==> config.mk <==
export PLATFORM = sky130hd
export DESIGN_NAME = alu_multicycle
export DESIGN_NICKNAME = d
export VERILOG_FILES = /design/src/rtl/alu_multicycle.sv
export SDC_FILE = /design/constraint.sdc
export NUM_CORES = 1
export LEC_CHECK = 0
export CORE_UTILIZATION = 30
export DETAILED_ROUTE_END_ITERATION = 10
export MAX_ROUTING_LAYER = met4
export SYNTH_ARGS = -nofsm -noshare
export SYNTH_HDL_FRONTEND = slang
export SYNTH_SLANG_ARGS = --single-unit
export TNS_END_PERCENT = 5
==> constraint.sdc <==
create_clock -name clk -period 6.6 [get_ports clk]
set_input_delay 0.99 -clock clk [delete_from_list [all_inputs] [get_ports clk]]
set_output_delay 0.99 -clock clk [all_outputs]
set_load 0.01 [all_outputs]
==> src/rtl/alu_multicycle.sv <==
// alu_multicycle
//   Registered, handshaked execute-stage ALU.
//   Single-cycle ops (AND, OR, ADD, SUB, SLL, SRL, SLTU) complete at the accept
//   edge. Iterative ops (MULU shift-add, DIVU restoring) run for WIDTH cycles
//   while in_ready is held low.
//
// Ports
//   clk        rising-edge clock
//   reset      asynchronous, active-high reset
//   in_valid   operands/opcode valid
//   in_ready   block can accept (IDLE and not in reset)
//   aluCtrl    4-bit opcode
//   input1     operand A
//   input2     operand B
//   result     registered result (low half / quotient)
//   result_hi  MULU high half, DIVU remainder, else 0
//   zero       registered (input1 == input2) of the accepted op
//   done       one-cycle pulse when the outputs above are updated
//   illegal    registered: accepted opcode undefined or disabled
module alu_multicycle #(
    parameter int WIDTH         = 32,
    parameter int ENABLE_MULDIV = 1
) (
    input  logic             clk,
    input  logic             reset,
    input  logic             in_valid,
    output logic             in_ready,
    input  logic [3:0]       aluCtrl,
    input  logic [WIDTH-1:0] input1,
    input  logic [WIDTH-1:0] input2,
    output logic [WIDTH-1:0] result,
    output logic [WIDTH-1:0] result_hi,
    output logic             zero,
    output logic             done,
    output logic             illegal
);

    localparam int SW = $clog2(WIDTH);
    localparam logic [SW-1:0] CNT_LAST = SW'(WIDTH - 1);

    typedef enum logic {
        IDLE,
        BUSY
    } state_e;

    state_e           state_q, state_d;
    logic [SW-1:0]    cnt_q, cnt_d;
    logic [WIDTH-1:0] result_q, result_d;
    logic [WIDTH-1:0] resultHi_q, resultHi_d;
    logic             zero_q, zero_d;
    logic             done_q, done_d;
    logic             illegal_q, illegal_d;

    // Iterative working set: hiWork is the partial product high half or the
    // running remainder, loWork is the multiplier being consumed or the
    // dividend being turned into the quotient.
    logic [WIDTH-1:0] hiWork_q, hiWork_d;
    logic [WIDTH-1:0] loWork_q, loWork_d;
    logic [WIDTH-1:0] opB_q, opB_d;
    logic             isDiv_q, isDiv_d;
    logic             zeroPend_q, zeroPend_d;

    logic [WIDTH-1:0] singleLo;
    logic [WIDTH-1:0] singleHi;
    logic             decIllegal;
    logic             decIter;
    logic             decDiv;
    logic [SW-1:0]    shamt;

    logic [WIDTH:0]   mulSum;
    logic [WIDTH:0]   divShift;
    logic             divGe;
    logic [WIDTH-1:0] divDiff;
    logic [WIDTH-1:0] iterHi;
    logic [WIDTH-1:0] iterLo;

    assign in_ready  = (state_q == IDLE) && !reset;
    assign result    = result_q;
    assign result_hi = resultHi_q;
    assign zero      = zero_q;
    assign done      = done_q;
    assign illegal   = illegal_q;

    assign shamt = input2[SW-1:0];

    // Opcode decode and single-cycle results. DIVU by zero is resolved here
    // so it never enters the iterative path.
    always_comb begin
        singleLo   = '0;
        singleHi   = '0;
        decIllegal = 1'b0;
        decIter    = 1'b0;
        decDiv     = 1'b0;
        case (aluCtrl)
            4'b0000: singleLo = input1 & input2;
            4'b0001: singleLo = input1 | input2;
            4'b0010: singleLo = input1 + input2;
            4'b0011: singleLo = input1 - input2;
            4'b0100: singleLo = input1 << shamt;
            4'b0101: singleLo = input1 >> shamt;
            4'b0110: singleLo = {{(WIDTH-1){1'b0}}, (input1 < input2)};
            4'b0111: begin
                if (ENABLE_MULDIV != 0) decIter = 1'b1;
                else                    decIllegal = 1'b1;
            end
            4'b1000: begin
                if (ENABLE_MULDIV == 0) begin
                    decIllegal = 1'b1;
                end else if (input2 == '0) begin
                    singleLo = '1;
                    singleHi = input1;
                end else begin
                    decIter = 1'b1;
                    decDiv  = 1'b1;
                end
            end
            default: decIllegal = 1'b1;
        endcase
    end

    // One iteration of each algorithm. Multiply adds the multiplicand when the
    // current multiplier bit is set and shifts the pair right; divide shifts
    // the next dividend bit into the remainder and subtracts when it fits.
    // The remainder stays below the divisor, so the difference fits in WIDTH.
    always_comb begin
        mulSum   = loWork_q[0] ? ({1'b0, hiWork_q} + {1'b0, opB_q}) : {1'b0, hiWork_q};
        divShift = {hiWork_q, loWork_q[WIDTH-1]};
        divGe    = (divShift >= {1'b0, opB_q});
        divDiff  = divShift[WIDTH-1:0] - opB_q;
        if (isDiv_q) begin
            iterHi = divGe ? divDiff : divShift[WIDTH-1:0];
            iterLo = {loWork_q[WIDTH-2:0], divGe};
        end else begin
            iterHi = mulSum[WIDTH:1];
            iterLo = {mulSum[0], loWork_q[WIDTH-1:1]};
        end
    end

    // Control FSM and output next-state. IDLE writes single-cycle results at
    // the accept edge; BUSY iterates and publishes on the counter==0 edge.
    always_comb begin
        state_d    = state_q;
        cnt_d      = cnt_q;
        result_d   = result_q;
        resultHi_d = resultHi_q;
        zero_d     = zero_q;
        done_d     = 1'b0;
        illegal_d  = illegal_q;
        hiWork_d   = hiWork_q;
        loWork_d   = loWork_q;
        opB_d      = opB_q;
        isDiv_d    = isDiv_q;
        zeroPend_d = zeroPend_q;
        unique case (state_q)
            IDLE: begin
                if (in_valid) begin
                    if (decIter) begin
                        state_d    = BUSY;
                        cnt_d      = CNT_LAST;
                        hiWork_d   = '0;
                        loWork_d   = input1;
                        opB_d      = input2;
                        isDiv_d    = decDiv;
                        zeroPend_d = (input1 == input2);
                    end else begin
                        result_d   = singleLo;
                        resultHi_d = singleHi;
                        zero_d     = (input1 == input2);
                        illegal_d  = decIllegal;
                        done_d     = 1'b1;
                    end
                end
            end
            BUSY: begin
                hiWork_d = iterHi;
                loWork_d = iterLo;
                if (cnt_q == '0) begin
                    state_d    = IDLE;
                    result_d   = iterLo;
                    resultHi_d = iterHi;
                    zero_d     = zeroPend_q;
                    illegal_d  = 1'b0;
                    done_d     = 1'b1;
                end else begin
                    cnt_d = cnt_q - 1'b1;
                end
            end
            default: state_d = IDLE;
        endcase
    end

    // State and datapath registers; reset aborts any iteration in progress.
    always_ff @(posedge clk or posedge reset) begin
        if (reset) begin
            state_q    <= IDLE;
            cnt_q      <= '0;
            result_q   <= '0;
            resultHi_q <= '0;
            zero_q     <= 1'b0;
            done_q     <= 1'b0;
            illegal_q  <= 1'b0;
            hiWork_q   <= '0;
            loWork_q   <= '0;
            opB_q      <= '0;
            isDiv_q    <= 1'b0;
            zeroPend_q <= 1'b0;
        end else begin
            state_q    <= state_d;
            cnt_q      <= cnt_d;
            result_q   <= result_d;
            resultHi_q <= resultHi_d;
            zero_q     <= zero_d;
            done_q     <= done_d;
            illegal_q  <= illegal_d;
            hiWork_q   <= hiWork_d;
            loWork_q   <= loWork_d;
            opB_q      <= opB_d;
            isDiv_q    <= isDiv_d;
            zeroPend_q <= zeroPend_d;
        end
    end

endmodule

==> metrics.cfg <==
[timing]
setup_slack_ns = 1.54
fmax_ghz = 0.198
finalHoldViolCount = 0
slew_headroom_pct = 27.3
max_slew.worst_pin.slew_ns = 1.08
fin_crit_sh_pct = 76.6
fin_setup_tns_ns = 0
finClkSkew_ns = 0.0119
setup_violations = 0
rsz0062_at_grt = false
period_needed_ns = 5.06
finalMaxSlewViolations = 0

[clock_tree]
path_clk_slew_ns = 0.07
clockBufferDepth = 2
htreeDepth = 4
cts-root-buf = clkbuf_16
cts_buffers = 17
insertion_delay_ns = 0.51
cts_resized = 0
cts_hold_buf = 0
cts_tree = yes
cts_num_sinks = 171
cts_setup_buffers = 0

[placed_design]
placed_area_um2 = 22300
io_buffers = 138
gp_congestion = 1.06
hpwlAfterDp_um = 74500
post-place-ws_ns = 1.39
placed_cells = 3519

[synthesis]
async_reset_ff_share_pct = 100
synth_edf_count = 0
ys.flop_type = dfrtp_1
yosysTopAreaCellShare_pct = 21.2
yosysSeqAreaShare_pct = 21.2
synth_nets = 2894
ys_ff_latch = 171
netlist_instances = 2648
syn_area_per_cell_um2 = 7.64
yosys-top-cells-area = dfrtp_1 (21%), ha_1 (11%), nor2_1 (5.8%)
yosysTopAreaCell = dfrtp_1
synth_area_um2 = 20200
synth_common_cells = nor2_1 (314), nand2_1 (305), a21oi_1 (217)
synth_most_common_cell = nor2_1
ys.warnings.count = 0
synth_cell_types = 99

[floorplanning]
start_util_pct = 30.5
num_io_pins = 139
die_h_um = 262
chipWidth_um = 262
core_um2 = 66200
row_count = 94
die_area_um2 = 68500

[global_route]
busiest_layer = met1
grt_usage_pct = 28.5
use_met1_pct = 40.7
antenna_found_initial = 5
use_met2_pct = 38.8
gr-total-overflow = 0
grt_pass1_vias = 19800
grt_pass1_wl_um = 139000
met3_usage_pct = 6.16
grt_max_degree = 72

[final_layout]
drive_gt1_share_pct = 8.52
instances_no_fill = 3555
nets = 2920
syn_to_final_growth_pct = 13.3
fin_area_um2 = 22900

[route]
wl_per_cell_um = 26.8
viasPerCell = 6.05
drt-initial-drc-count = 2842
drcViolationCount = 0
ant_nets = 0
num_vias = 21500
wirelength_um = 95100
drtPass1Iterations = 7

[power_and_ir_drop]
leakage_uw = 0.00963
power.density_nw_per_um2 = 406
finalPower_uw = 9290
peakVddDrop_uv = 224

[critical_path]
max_stage_delay_ns = 0.88
critPathArrivalTime_ns = 5.41
cp.required_ns = 6.95
worstPathCellList = clkdlybuf4s50_1 > inv_1 > ha_1 > nor3_1 > nor2b_1 > o41a_1 > o211ai_2 > a21oi_1 > o31ai_1 > mux2i_1 > nor2_1 > nor4_1 > a311oi_1
path_buf_inv = 2
worst_setup_path_start_kind = input port
crit_family = compound AO/OA/AOI/OAI gates
cp-end-kind = flip-flop
crit_fanout = 9
cp_slowest_cell = clkdlybuf4s50_1
crit_type = input port to flip-flop

[hold_path]
hold_class = flip-flop to flip-flop

[status]
outcome = complete, no violations

[flow_run]
cap_viol_max_count = 0

-- worst paths after layout --
kind / start / to / slack, ns / cells past startpoint
min in group asynchronous: reset / result_hi[28] / 0.95 / 2
min: zeroPend_q / zeroPend_q / 0.51 / 2
min reg2reg: zeroPend_q / zeroPend_q / 0.51 / 2
max reg2reg: opB_q[0] / result_hi[19] / 2.48 / 12
max in group asynchronous: reset / loWork_q[0] / 4.40 / 3
max: input2[4] / result[21] / 1.54 / 13
-- stage by stage --
stage               hold slack (ns)  util (%)
global route                  0.531      34.6
finish                        0.510      34.6
floorplan                     0.450         -
detailed placement            0.494      33.7
CTS                           0.508      34.6
global placement              0.463      33.7
-- state kept, by name, indices dropped and copies added (netlist names) --
register	cells
zero	1
state_q	1
result	32
cnt_q	5
done	1
hiWork_q	32
opB_q	32
illegal	1
loWork_q	32
isDiv_q	1
result_hi	32
zeroPend_q	1
-- cells by family (layout without fill, tap and decap cells) --
kind of cell | count (synthesis) | count (layout) | share of synthesized area, %
buf+inv | 329 | 368 | 6.71
simple gates | 892 | 892 | 19.8
compound gates | 853 | 853 | 27.8
mux | 145 | 145 | 10.0
fa+ha+maj | 175 | 175 | 11.0
xor+xnor | 83 | 83 | 3.59
other cells | 0 | 4 | 0
flops | 171 | 171 | 21.2
-- power breakdown --
part / internal, uW / total [uW] / switching, uW
Combinational: 2440 / 6120 / 3680
Clock: 502 / 1050 / 549
Sequential: 1520 / 2120 / 596
Total: 4460 / 9290 / 4830
-- final cells by class --
cell class,count,area (um2)
sequential,171,4290
fill,7125,43300
multi-input combinational,2148,14600
timing repair buffer,186,1750
clock inverter,15,146
clock buffer,17,425
inverter,150,571
antenna,4,10.0
tap,864,1080
-- layer usage --
metal	wire length [um]	share of wire, %
met5	0	0
met4	3310	3.5
met3	10200	11
met2	38600	41
met1	43000	45
-- worst register-to-register path, cell delays in order (launching register included) --
cell and delay (ns):
dfrtp_1 0.48, ha_1 0.29, fa_1 0.44, a21oi_1 0.27, o211ai_1 0.22, a31oi_1 0.52
a211oi_1 0.30, o21ai_0 0.29, xnor2_1 0.10, a211oi_1 0.27, a31oi_1 0.14, a22oi_1 0.51
a21oi_1 0.14
-- cells in the final DEF (no fill, tap or decap), types with 18 or more instances in the layout --
cell type	count
a31oi_1	63
nor3_1	44
o21bai_1	20
o22ai_1	22
nor2_1	310
mux2_2	41
nand4_1	20
xnor2_1	53
dfrtp_1	168
nand2b_1	19
a21o_1	38
ha_1	171
o31ai_1	18
clkdlybuf4s50_1	133
inv_1	148
buf_4	48
a21oi_1	217
nor4_1	28
o211ai_1	42
xor2_1	30
nand2_1	305
nor2b_1	31
o21ai_0	200
a211oi_1	32
mux2i_1	62
nand3_1	42
mux4_2	42
No activity file was read; power rests on OpenSTA's default activity.
==> variant (same flow settings) <==
Set the parameter `ENABLE_MULDIV` to 0 (it was 1).
--- a/src/rtl/alu_multicycle.sv
+++ b/src/rtl/alu_multicycle.sv
@@ -21,3 +21,3 @@
     parameter int WIDTH         = 32,
-    parameter int ENABLE_MULDIV = 1
+    parameter int ENABLE_MULDIV = 0
 ) (
Function: changed (Yosys sat finds a counterexample within 4 cycles, from zero or initial values and one cycle with reset high).
==> variant against the original RTL <==
  * Hold slack lost 5.1 ps
  * Count of clock-buffer cells in the layout fell by 12
  * Setup slack improved by 290 ps
  * Register-to-register slack gained 1300 ps
  * Sequential cell count down 130
  * Routed wire length fell by 54%
  * Design area fell by 50%
  * Area after synthesis is 51% lower
  * Core utilization is 0.42 points higher
  * Largest cell class unchanged
  * Highest routed layer unchanged
Power is left out: it rests on default switching activity, and per cell area and clock period it moved more than threefold.
==> variant: results (changes against the original RTL) <==
status=completed; Synth top cells by count=nor2_1 (158), a21oi_1 (119), ha_1 (106); Fmax=209.9 MHz (+6.2%); GRT Total Usage=26.48% (-2.0 points); Final nets=1528 (-48%); Worst Hold Class=flip-flop to flip-flop; Worst Hold Launch=result[16]$_DFFE_PP0P_; via count=10590 (-51%); Total Wirelength=43780 um (-54%); synth top area cells=mux4_2 (13%), ha_1 (13%), dfrtp_1 (10%); Top FF cell, synth=dfrtp_1; drt pass-1 iters=5 (-2); Arr. time, crit path=4900 ps (-510 ps); adder-cell share of the synthesized area=13.78% (+2.8 points); global-route wire length before repair=65040 um (-53%); largest net degree at the start of global routing=62 (-14%); layout cells sized above 1=9.630% (+1.1 points); worst setup path startpoint=input1[8]; detailed placement HPWL=35050 um (-53%); reg2reg end=result[28]$_DFFE_PP0P_; later-pin clock latency in the skew report=290 ps (-220 ps); vias in the first global route=9914 (-50%); Endpoint, Worst Hold=result[16]$_DFFE_PP0P_; Synth Area in Compound Gates=28.26% (+0.50 points); initial antenna violation count=1 (-4); CTS sink cnt=41 (-76%); hold path depth=2 (unchanged); Setup Skew=7.025 ps (-4.894 ps); register area share after synthesis=10.35% (-11 points); Starting DRT DRC Count=1233 (-57%); max FFs per register=32; Num CTS Buffers=5 (-12); flop2flop setup slack=3780 ps (+1300 ps); Largest stage delay, worst path=840 ps (-40 ps); post-synthesis mux area share=18.21% (+8.2 points); Crit Path Max Fanout=11 (+2); reg2reg start=cnt_q[0]$_DFFE_PP0P_; Synth Area in XOR/XNOR=2.385% (-1.2 points); asr flop ratio synth=100.0% (unchanged); CP delay by family, top=compound AO/OA/AOI/OAI gates; CP max-delay cell=a2111oi_0; pre-CTS WS=1686 ps (+291.5 ps); Setup crit end=result[17]$_DFFE_PP0P_; Post-Place Cell Area=11240 um^2 (-50%); port bufs=106 (-23%); GPL Wtd Cong=1.023 (-3.4%); Clock H-tree levels=2 (-2); actual slew at the worst max-slew pin=914.6 ps (-161.3 ps); Yosys cell types=79 (-20%); Synth Warn #=0 (unchanged)
==> variant: layout make-up <==
cell class              instances  area (um^2)
multi-input cells            1062         8010
repair buffers                131         1244
diodes                          1        2.502
fillers                      3484        21150
flip-flops and latches         41         1026
clock buffers                   5        125.1
inverters                     108        405.4
clock inverters                 3        25.02
well taps                     442        553.0
==> variant: routing by layer <==
layer / vias up / GRT usage [%] / wire length [um]
met2: 550 / 39.91 / 19390
met1: 5158 / 37.34 / 19560
li1: 4817 / - / -
met3: 61 / 2.615 / 3745
met4: 0 / 7.467 / 1081
met5: - / - / 0
==> variant: through the flow <==
| step | std cells | hold WS (ps) |
|---|---|---|
| floorplan | 1331 | 464.8 |
| global placement | 1784 | 467.7 |
| detailed placement | 1784 | 484.6 |
| CTS | 1792 | 499.4 |
| global route | 1793 | 523.7 |
| finish | 1793 | 505.0 |
==> variant: worst min-delay path, stage by stage (launching register included) <==
cell	delay, ps
dfrtp_1	340
nand2_1	60
o221ai_1	60
